[config.mk]
export PLATFORM = sky130hd
export DESIGN_NAME = face_detect_mul_arbiter
export DESIGN_NICKNAME = d
export VERILOG_FILES = /design/src/rtl/face_detect_mul_arbiter.sv
export SDC_FILE = /design/constraint.sdc
export NUM_CORES = 1
export LEC_CHECK = 0
export BUFFER_PORTS_ARGS = -buffer_cell sky130_fd_sc_hd__buf_2
export CORE_MARGIN = 5
export CORE_UTILIZATION = 35
export CTS_CLUSTER_SIZE = 40
export DETAILED_ROUTE_END_ITERATION = 12
export PLACE_DENSITY = 0.89
export SYNTH_ARGS = -nofsm -noshare
export SYNTH_HDL_FRONTEND = slang
export SYNTH_SLANG_ARGS = --single-unit
[constraint.sdc]
create_clock -name clk -period 3.2 [get_ports clk]
set_input_delay 0.32 -clock clk [delete_from_list [all_inputs] [get_ports clk]]
set_output_delay 0.32 -clock clk [all_outputs]
set_load 0.1 [all_outputs]
[src/rtl/face_detect_mul_arbiter.sv]
// Round-robin arbiter sharing one pipelined 16u x 6s multiplier among NUM_REQ requesters.
// Each issued operand pair is tagged with its requester ID, and the tag pipeline moves with the multiplier's clock enable.
module face_detect_mul_arbiter #(
    parameter int NUM_REQ = 4,
    parameter int ID_W    = 2,
    parameter int MUL_LAT = 3
) (
    input  logic                    clk,
    input  logic                    reset,
    input  logic [NUM_REQ-1:0]      req_valid,
    input  logic [NUM_REQ*16-1:0]   req_din0,
    input  logic [NUM_REQ*6-1:0]    req_din1,
    output logic [NUM_REQ-1:0]      req_ready,
    output logic                    mul_ce,
    output logic [15:0]             mul_din0,
    output logic signed [5:0]       mul_din1,
    input  logic signed [21:0]      mul_dout,
    output logic                    res_valid,
    input  logic                    res_ready,
    output logic [ID_W-1:0]         res_id,
    output logic signed [21:0]      res_data,
    output logic                    busy
);

    logic [MUL_LAT-1:0] vld_q;
    logic [ID_W-1:0]    id_q [MUL_LAT];
    logic [ID_W-1:0]    rr_ptr_q;
    logic [ID_W-1:0]    rr_ptr_d;
    logic [ID_W-1:0]    winner;
    logic               found;
    logic               issue;
    int                 scan_idx;

    // The last tag stage lines up with mul_dout, so the result is only a passthrough.
    assign res_valid = vld_q[MUL_LAT-1];
    assign res_id    = id_q[MUL_LAT-1];
    assign res_data  = mul_dout;
    assign mul_ce    = ~(res_valid & ~res_ready);
    assign busy      = |vld_q;

    always_comb begin
        found    = 1'b0;
        winner   = '0;
        scan_idx = 0;
        for (int k = 0; k < NUM_REQ; k++) begin
            scan_idx = int'(rr_ptr_q) + k;
            if (scan_idx >= NUM_REQ) begin
                scan_idx = scan_idx - NUM_REQ;
            end
            if (!found && req_valid[scan_idx]) begin
                found  = 1'b1;
                winner = ID_W'(scan_idx);
            end
        end
    end

    always_comb begin
        issue     = found & mul_ce;
        req_ready = '0;
        mul_din0  = '0;
        mul_din1  = '0;
        rr_ptr_d  = rr_ptr_q;
        if (issue) begin
            req_ready = NUM_REQ'(1) << winner;
            mul_din0  = req_din0[int'(winner)*16 +: 16];
            mul_din1  = $signed(req_din1[int'(winner)*6 +: 6]);
            // Explicit wrap so non-power-of-two NUM_REQ never points at a missing requester.
            rr_ptr_d  = (int'(winner) == NUM_REQ-1) ? '0 : winner + 1'b1;
        end
    end

    always_ff @(posedge clk or posedge reset) begin
        if (reset) begin
            vld_q    <= '0;
            rr_ptr_q <= '0;
            for (int i = 0; i < MUL_LAT; i++) begin
                id_q[i] <= '0;
            end
        end else begin
            rr_ptr_q <= rr_ptr_d;
            if (mul_ce) begin
                vld_q[0] <= issue;
                id_q[0]  <= winner;
                for (int i = 1; i < MUL_LAT; i++) begin
                    vld_q[i] <= vld_q[i-1];
                    id_q[i]  <= id_q[i-1];
                end
            end
        end
    end

endmodule

==> results.sh, run 1 <==
export IMPL_netlist_area_leader_share=0.309
export IMPL_die_h_um=74.5
export IMPL_leakagePower_nw=1.13
export IMPL_crit_cells=7
export IMPL_root_buffer="clkbuf_8"
export IMPL_status="complete, no violations"
export IMPL_boundaryPins=170
export IMPL_period_share=0.877
export IMPL_post_cts_setup_buffers=0
export IMPL_cp_cell_sequence="mux2i_1 > nor2_1 > nor3_4 > buf_4 > mux2i_1 > o22ai_1 > buf_2"
export IMPL_synth_simple_area_share=0.112
export IMPL_crit_slowest_cell="buf_4"
export IMPL_drive_gt1_frac=0.513
export IMPL_final_cells=315
export IMPL_min_path_type="input port to async pin"
export IMPL_yosys_mux_area_fraction=0.317
export IMPL_yosys_top_cells_area="mux2i_1 31%, dfrtp_1 19%, buf_4 13%"
export IMPL_ctsResizeCount=0
export IMPL_drt_iter0_markers=50
export IMPL_grt_max_degree=37
export IMPL_layout_setup_ws_ps=394
export IMPL_synth_fp_nets=288
export IMPL_yosysSeqAreaShare=0.189
export IMPL_hold_slack_ps=64.2
export IMPL_diodes=0
export IMPL_ys_warn_count=0
export IMPL_syn_area_per_cell_sq_um=8.73
export IMPL_crit_start="rr_ptr_q[1]$_DFFE_PP0P_"
export IMPL_path_max_fanout=36
export IMPL_ys_ff_latch=11
export IMPL_maxCapViolations=0
export IMPL_max_freq_mhz=356
export IMPL_worstReg2RegStart="rr_ptr_q[1]$_DFFE_PP0P_"
export IMPL_dieArea_sq_mm=0.00556
export IMPL_grt_usage=0.154
export IMPL_cp_end_kind="output pin"
export IMPL_cpMostUsedCell="mux2i_1"
export IMPL_cts_sinks=11
export IMPL_final_min_clock_period_ps=2810
export IMPL_num_rows=23
export IMPL_pre_cts_slack_ps=670
export IMPL_area_delta_synth_final_pct=32.2
export IMPL_vias=1569
export IMPL_cp_start_kind="flip-flop"
export IMPL_path_delay_family="buffers and inverters"
export IMPL_synthXorXnorAreaFrac=0
export IMPL_tns_ps=0
export IMPL_syn_area_sq_mm=0.00146
export IMPL_rsz0062_at_grt="false"
export IMPL_num_fill_cells=386
export IMPL_timing_slew_headroom=0.573
export IMPL_hold_viol=0
export IMPL_max_stage_delay_ps=500
export IMPL_drtPass1Iterations=4
export IMPL_worstMarginPinSlew_ps=639
export IMPL_cts_tree="yes"
export IMPL_cp_buffers_inverters=2
export IMPL_critPathKind="flip-flop to output pin"
export IMPL_synth_compound_area_frac=0.129
export IMPL_postCtsHoldBufs=0
export IMPL_post_route_drc_count=0
export IMPL_maxSlewViolCount=0
export IMPL_antenna_found_initial=0
export IMPL_wl_per_cell_um=15.5
export IMPL_cp_required_ps=2880
export IMPL_fin_worst_skew_ps=1.83
export IMPL_dp_cells=311
export IMPL_path_clk_slew_ps=50
export IMPL_wl_um=4870
export IMPL_r2r_end="rr_ptr_q[1]$_DFFE_PP0P_"
export IMPL_cts_made_buffers=3
export IMPL_start_util=0.362
export IMPL_hpwl_um=4100
export IMPL_grt_pass1_vias=1428
export IMPL_viasPerCell=4.98
export IMPL_synth_top_family_by_area="multiplexers"
export IMPL_drtAntennaViolNets=0
export IMPL_synth_adder_area_share=0.0343
export IMPL_insertion_delay_ps=240
export IMPL_finalSetupViolCount=0
export IMPL_gp_congestion=0.790
export IMPL_die_w_um=74.5
export IMPL_htree_num_levels=1
export IMPL_io_buffer_count=125
export IMPL_coreArea_sq_mm=0.00403
export IMPL_p_per_area_mw_per_mm2=948
export IMPL_crit_path_end="mul_din1[2]"
export IMPL_rr_worst_depth=6
export IMPL_cts_buffer_depth=2
export IMPL_yosys_area_top_type="mux2i_1"
export IMPL_regToRegSetupSlack_ps=1320
export IMPL_syn_inst=167
export IMPL_ys_types=25
export IMPL_crit_arrival_ps=2490
export IMPL_p_total_mw=1.83
export IMPL_grt_first_pass_wirelength_um=6740
export IMPL_finalNetCount=387
export IMPL_grt_overflow_total=0
export IMPL_vdd_ir_drop_worst_uv=634
[routing by layer]
| layer | wire length (um) | track usage | vias to the layer above | part of all wire |
|---|---|---|---|---|
| met1 | 1750 | 0.182 | 699 | 0.36 |
| met2 | 2590 | 0.269 | 98 | 0.53 |
| li1 | - | - | 768 | - |
| met5 | 0 | 0 | - | 0 |
| met3 | 504 | 0.0473 | 4 | 0.10 |
| met4 | 25 | 0.0415 | 0 | 0.0051 |
[through the flow]
step                utilization  instance area [sq um]
detailed placement        0.467                   1880
CTS                       0.478                   1930
global placement          0.467                   1880
global route              0.478                   1930
finish                    0.478                   1930
floorplan                     -                   1460
[area by class of cell]
| class | count | area, sq um | share of cell area |
|---|---|---|---|
| timing repair buffer | 129 | 656 | 0.340 |
| tap | 50 | 62.6 | 0.0325 |
| inverter | 5 | 18.8 | 0.00974 |
| multi-input combinational | 116 | 870 | 0.451 |
| sequential | 11 | 275 | 0.143 |
| clock buffer | 4 | 45.0 | 0.0234 |
[worst reg2reg max path: stages, from the launching register on]
cell and delay (ps):
dfrtp_1 440, nand2b_1 170, a21oi_1 280, nor3_4 60, buf_4 200, ha_1 310
mux2_1 300
[report_power, final]
group          internal [mW]  switching [mW]
registers              0.178          0.0312
logic                  0.334            1.14
clock network         0.0874          0.0518
[cells by family after synthesis]
family,Yosys count
muxes,46
buffers and inverters,40
and+or+nand+nor,36
AOI/OAI and AO/OA,30
DFF,11
adders and majority gates,4
[layout by cell type, fill, tap and decap left out]
master	count
or3_1	1
dfrtp_1	11
nor2b_1	1
o22ai_2	1
clkbuf_1	1
nand2_1	21
inv_2	2
and2_1	4
o21a_1	1
o21ai_1	1
buf_4	4
o22ai_1	22
buf_2	125
ha_1	4
a21oi_1	5
nor4_1	1
mux2_1	1
nor3_4	1
mux2i_1	45
inv_1	3
nor2_1	5
nand2b_1	2
clkbuf_8	3
[worst min path at each step]
stage | end | from
2_1_floorplan | id_q[2]$_DFFE_PP0N_ | reset
3_3_place_gp | res_id[1]$_DFFE_PP0N_ | reset
3_5_place_dp | res_id[1]$_DFFE_PP0N_ | reset
4_1_cts | id_q[3]$_DFFE_PP0N_ | reset
5_1_grt | res_id[1]$_DFFE_PP0N_ | reset
6_report | res_id[1]$_DFFE_PP0N_ | reset
[registers in the layout, indices dropped and copies added (netlist names)]
name / count
res_id: 2
vld_q: 3
rr_ptr_q: 2
id_q: 4
[Yosys cell counts (all sizes together)]
library cell and instances:
and2 4, bufbuf 1, mux2i 45, a21oi 5
nor3 1, nor4 1, or3 1, nor2 5
dfrtp 11, inv 5, clkbuf 2, nand2 21
o21ai 1, o21a 1, nor2b 1, ha 4
buf 32, nand2b 2, mux2 1, o22ai 23
No activity file was read; power rests on OpenSTA's default activity.
==> inputs of run 2 (changes only) <==
- RECOVER_POWER: not set -> 100
==> run 2 against run 1 <==
Effect of this change:
- core utilization decreased by 0.22 points
- largest power group unchanged
- final cell count did not move
- non-clock buffer count did not move
- clock skew is 0.76 ps lower
- highest routed layer unchanged
==> results.sh, run 2 (same netlist as run 1, synthesis figures left out) <==
export IMPL_status="complete, no violations"
export IMPL_path_delay_family="buffers and inverters"
export IMPL_fin_worst_skew_ps=1.07
export IMPL_postCtsHoldBufs=0
export IMPL_p_per_area_mw_per_mm2=949
export IMPL_gp_congestion=0.790
export IMPL_regToRegSetupSlack_ps=1320
export IMPL_path_clk_slew_ps=50
export IMPL_dieArea_sq_mm=0.00556
export IMPL_crit_cells=7
export IMPL_drtAntennaViolNets=0
export IMPL_final_common_cell="buf_2"
export IMPL_r2r_end="rr_ptr_q[1]$_DFFE_PP0P_"
export IMPL_leakagePower_nw=1.10
export IMPL_maxCapViolations=0
export IMPL_htree_num_levels=1
export IMPL_min_path_type="input port to async pin"
export IMPL_critPathKind="flip-flop to output pin"
export IMPL_drtPass1Iterations=4
export IMPL_coreArea_sq_mm=0.00403
export IMPL_cp_buffers_inverters=2
export IMPL_num_rows=23
export IMPL_die_w_um=74.5
export IMPL_antenna_found_initial=0
export IMPL_largest_register_ffs=4
export IMPL_hpwl_um=4100
export IMPL_final_cells=315
export IMPL_rr_worst_depth=6
export IMPL_largest_registers="id_q: 4 flops, vld_q: 3 flops"
export IMPL_rsz0062_at_grt="false"
export IMPL_diodes=0
export IMPL_maxSlewViolCount=0
export IMPL_path_max_fanout=12
export IMPL_ctsResizeCount=0
export IMPL_grt_max_degree=37
export IMPL_drive_gt1_frac=0.487
export IMPL_cp_cell_sequence="mux2i_1 > nor2_1 > nor3_4 > buf_4 > ha_1 > and2_1 > clkbuf_1"
export IMPL_timing_slew_headroom=0.227
export IMPL_final_min_clock_period_ps=2870
export IMPL_finalSetupViolCount=0
export IMPL_dp_cells=311
export IMPL_finalNetCount=387
export IMPL_cts_tree="yes"
export IMPL_wl_per_cell_um=15.4
export IMPL_worstReg2RegStart="rr_ptr_q[1]$_DFFE_PP0P_"
export IMPL_regMostFlops="id_q"
export IMPL_tns_ps=0
export IMPL_max_stage_delay_ps=860
export IMPL_hold_viol=0
export IMPL_post_route_drc_count=0
export IMPL_cts_buffer_depth=2
export IMPL_grt_usage=0.154
export IMPL_crit_arrival_ps=2550
export IMPL_cts_made_buffers=3
export IMPL_vdd_ir_drop_worst_uv=633
export IMPL_period_share=0.896
export IMPL_die_h_um=74.5
export IMPL_cp_end_kind="output pin"
export IMPL_grt_overflow_total=0
export IMPL_root_buffer="clkbuf_8"
export IMPL_cts_sinks=11
export IMPL_grt_first_pass_wirelength_um=6740
export IMPL_drt_iter0_markers=55
export IMPL_insertion_delay_ps=240
export IMPL_final_cell_mix="95 x buf_2, 45 x mux2i_1, 23 x clkbuf_2"
export IMPL_max_freq_mhz=349
export IMPL_crit_slowest_cell="clkbuf_1"
export IMPL_post_cts_setup_buffers=0
export IMPL_viasPerCell=4.97
export IMPL_boundaryPins=170
export IMPL_io_buffer_count=125
export IMPL_wl_um=4840
export IMPL_cp_start_kind="flip-flop"
export IMPL_start_util=0.362
export IMPL_cp_required_ps=2880
export IMPL_worstMarginPinSlew_ps=1160
export IMPL_vias=1567
export IMPL_num_fill_cells=391
export IMPL_area_delta_synth_final_pct=31.6
export IMPL_grt_pass1_vias=1428
## run 2: worst reg2reg max path: stages, from the launching register on
cell and delay [ps]:
dfrtp_1 440, nand2b_1 170, a21oi_1 280, nor3_4 60
buf_4 200, ha_1 310, mux2_1 300
## run 2: worst max-delay path by stage
stage          slack (ps)                    start            to
3_5_place_dp          670  rr_ptr_q[1]$_DFFE_PP0P_   mul_din1[2]
5_1_grt               160     vld_q[2]$_DFFE_PP0N_   mul_din1[2]
3_3_place_gp          700                res_ready   mul_din1[2]
6_report              330  rr_ptr_q[1]$_DFFE_PP0P_  req_ready[1]
4_1_cts               400  rr_ptr_q[1]$_DFFE_PP0P_   mul_din1[2]
2_1_floorplan        -340     vld_q[2]$_DFFE_PP0N_   mul_din0[0]
## run 2: power by group
group          switching, mW  internal [mW]
sequential            0.0312          0.178
clock                 0.0520         0.0875
combinational           1.15          0.326
total                   1.23          0.591
## run 2: layout make-up
cell class                 instances  area [sq um]  share of cell area
sequential                        11           275               0.144
tap                               50          62.6              0.0326
clock buffer                       4          45.0              0.0235
timing repair buffer             129           647               0.337
inverter                           5          18.8             0.00978
multi-input combinational        116           870               0.453
## run 2: routing by layer
metal | track usage | routed length, um | part of all wire | vias up
li1 | - | - | - | 766
met1 | 0.182 | 1720 | 0.35 | 703
met2 | 0.269 | 2600 | 0.54 | 94
met3 | 0.0473 | 494 | 0.10 | 4
met4 | 0.0415 | 25 | 0.0052 | 0
met5 | 0 | 0 | 0 | -
## run 2: metrics by stage
step | setup WS, ps | power, mW | cell area, sq um | util | hold WS, ps
after CTS | 395 | 1.84 | 1930 | 0.478 | 78.5
after global placement | 698 | 1.67 | 1880 | 0.467 | 324
after detailed placement | 670 | 1.69 | 1880 | 0.467 | 331
after floorplan | -344 | 1.66 | 1460 | - | 172
final | 333 | 1.82 | 1920 | 0.476 | 64.1
after global routing | 159 | 1.90 | 1920 | 0.476 | 105
==> inputs of run 3 (changes only) <==
--- a/config.mk
+++ b/config.mk
@@ -13,4 +13,5 @@
 export PLACE_DENSITY = 0.89
 export RECOVER_POWER = 100
+export SETUP_SLACK_MARGIN = 0.15
 export SYNTH_ARGS = -nofsm -noshare
 export SYNTH_HDL_FRONTEND = slang
==> constraint.sdc (replaced) <==
create_clock -name clk -period 3.2 [get_ports clk]
set_input_delay 0 -clock clk [delete_from_list [all_inputs] [get_ports clk]]
set_output_delay 0 -clock clk [all_outputs]
set_load 0.1 [all_outputs]
==> run 3 against run 2 <==
Effect of this change:
- sequential cell count stayed put
- combinational power about the same
- global-route usage is 0.075 points lower
- die area is the same
- register-to-register slack worse by 230 ps
- sequential share of layout area increased by 0.085 points
- core utilization is 0.28 points lower
- sequential power about the same
- cell area down 0.59%
- wire length fell by 3.1%
- critical path depth did not move
- via count down 1.9%
==> results.sh, run 3 (same netlist as run 1, synthesis figures left out) <==
export IMPL_num_fill_cells=399
export IMPL_finalSetupViolCount=0
export IMPL_hpwl_um=3960
export IMPL_drtPass1Iterations=4
export IMPL_grt_overflow_total=0
export IMPL_vias=1538
export IMPL_diodes=0
export IMPL_r2r_end="id_q[5]$_DFFE_PP0N_"
export IMPL_path_clk_slew_ps=50
export IMPL_ctsResizeCount=0
export IMPL_register_area_sq_um=275
export IMPL_cts_buffer_depth=2
export IMPL_final_common_cell="buf_2"
export IMPL_regMostFlops="id_q"
export IMPL_cp_required_ps=3200
export IMPL_holdPathStages=0
export IMPL_largest_registers="id_q: 4 flops, vld_q: 3 flops"
export IMPL_worstMarginPinSlew_ps=1180
export IMPL_drive_gt1_frac=0.475
export IMPL_wl_um=4690
export IMPL_p_per_area_mw_per_mm2=945
export IMPL_final_min_clock_period_ps=2780
export IMPL_fin_worst_skew_ps=2.78
export IMPL_timing_slew_headroom=0.218
export IMPL_num_rows=23
export IMPL_grt_usage=0.153
export IMPL_cts_tree="yes"
export IMPL_root_buffer="clkbuf_8"
export IMPL_regToRegSetupSlack_ps=1090
export IMPL_htree_num_levels=1
export IMPL_drt_iter0_markers=41
export IMPL_multi_input_area_sq_um=858
export IMPL_grt_pass1_vias=1479
export IMPL_grt_max_degree=49
export IMPL_cts_made_buffers=3
export IMPL_status="complete, no violations"
export IMPL_leakagePower_nw=1.10
export IMPL_die_h_um=74.5
export IMPL_crit_arrival_ps=2780
export IMPL_maxCapViolations=0
export IMPL_start_util=0.362
export IMPL_rr_worst_depth=4
export IMPL_path_max_fanout=48
export IMPL_hold_viol=0
export IMPL_drtAntennaViolNets=0
export IMPL_min_path_type="input port to output pin"
export IMPL_max_freq_mhz=360
export IMPL_cts_sinks=11
export IMPL_viasPerCell=4.91
export IMPL_area_delta_synth_final_pct=30.8
export IMPL_largest_register_ffs=4
export IMPL_tns_ps=0
export IMPL_critPathKind="flip-flop to output pin"
export IMPL_antenna_found_initial=0
export IMPL_period_share=0.868
export IMPL_cp_end_kind="output pin"
export IMPL_grt_first_pass_wirelength_um=6710
export IMPL_rsz0062_at_grt="false"
export IMPL_vdd_ir_drop_worst_uv=670
export IMPL_wl_per_cell_um=15.0
export IMPL_worstHoldEndpoint="res_data[7]"
export IMPL_min_from="mul_dout[7]"
export IMPL_insertion_delay_ps=240
export IMPL_maxSlewViolCount=0
export IMPL_dp_cells=308
export IMPL_cp_start_kind="flip-flop"
export IMPL_finalNetCount=385
export IMPL_final_cell_mix="94 x buf_2, 45 x mux2i_1, 23 x clkbuf_2"
export IMPL_dieArea_sq_mm=0.00556
export IMPL_post_route_drc_count=0
export IMPL_boundaryPins=170
export IMPL_die_w_um=74.5
export IMPL_worstReg2RegStart="vld_q[2]$_DFFE_PP0N_"
export IMPL_gp_congestion=0.759
export IMPL_coreArea_sq_mm=0.00403
export IMPL_io_buffer_count=125
export IMPL_final_cells=313
==> run 3: cell count changes in the layout (fill, tap and decap cells not counted), sizes merged <==
cell / delta
clkinv: +1
buf: -4
dlygate4sd3: +1
==> run 3: worst max path at each step <==
stage / startpoint / to / slack, ps / cells past startpoint
after floorplan: vld_q[2]$_DFFE_PP0N_ / mul_din0[0] / -20 / 6
after global placement: vld_q[2]$_DFFE_PP0N_ / mul_din0[11] / 850 / 5
after detailed placement: vld_q[2]$_DFFE_PP0N_ / mul_din0[13] / 830 / 5
after CTS: vld_q[2]$_DFFE_PP0N_ / mul_din0[11] / 570 / 5
after global routing: rr_ptr_q[1]$_DFFE_PP0P_ / req_ready[1] / 220 / 7
final: rr_ptr_q[1]$_DFFE_PP0P_ / req_ready[1] / 420 / 7
==> run 3: per-stage QoR <==
step | setup WS (ps) | cell area [sq um] | hold WS, ps | power [mW] | utilization
after global routing | 219 | 1910 | 0.441 | 1.89 | 0.473
after global placement | 855 | 1870 | -6.45 | 1.67 | 0.465
after CTS | 573 | 1930 | 0.681 | 1.83 | 0.479
after floorplan | -24.1 | 1460 | -148 | 1.66 | -
after detailed placement | 833 | 1870 | 0.681 | 1.69 | 0.465
final | 423 | 1910 | 0.159 | 1.80 | 0.473
==> run 3: area by class of cell <==
cell class                 count  area share
clock buffer                   3      0.0217
clock inverter                 1     0.00262
inverter                       5     0.00984
multi-input combinational    116       0.450
sequential                    11       0.144
tap                           50      0.0328
timing repair buffer         127       0.339
==> run 3: power by group <==
| part | internal (mW) | total [mW] | switching (mW) |
|---|---|---|---|
| clock network | 0.0855 | 0.137 | 0.0520 |
| logic | 0.320 | 1.46 | 1.14 |
| registers | 0.178 | 0.207 | 0.0287 |
| total | 0.583 | 1.80 | 1.22 |
==> run 3: critical path, cell delays in order, from the launching register on <==
cell,delay [ps]
dfrtp_1,440
mux2i_1,210
nor2_1,60
nor3_1,310
buf_12,330
ha_1,190
and2_1,120
clkbuf_1,860
==> run 3: timing repair <==
item	CTS	global route
hold buffers	1	0
buffers inserted	0	0
hold endpoints to repair	11	0
==> run 3: layer usage <==
metal	vias to the layer above	global-route usage	share of wire
li1	762	-	-
met1	676	0.169	0.34
met2	96	0.286	0.55
met3	4	0.0378	0.10
met4	0	0.0494	0.0053
met5	-	0	0
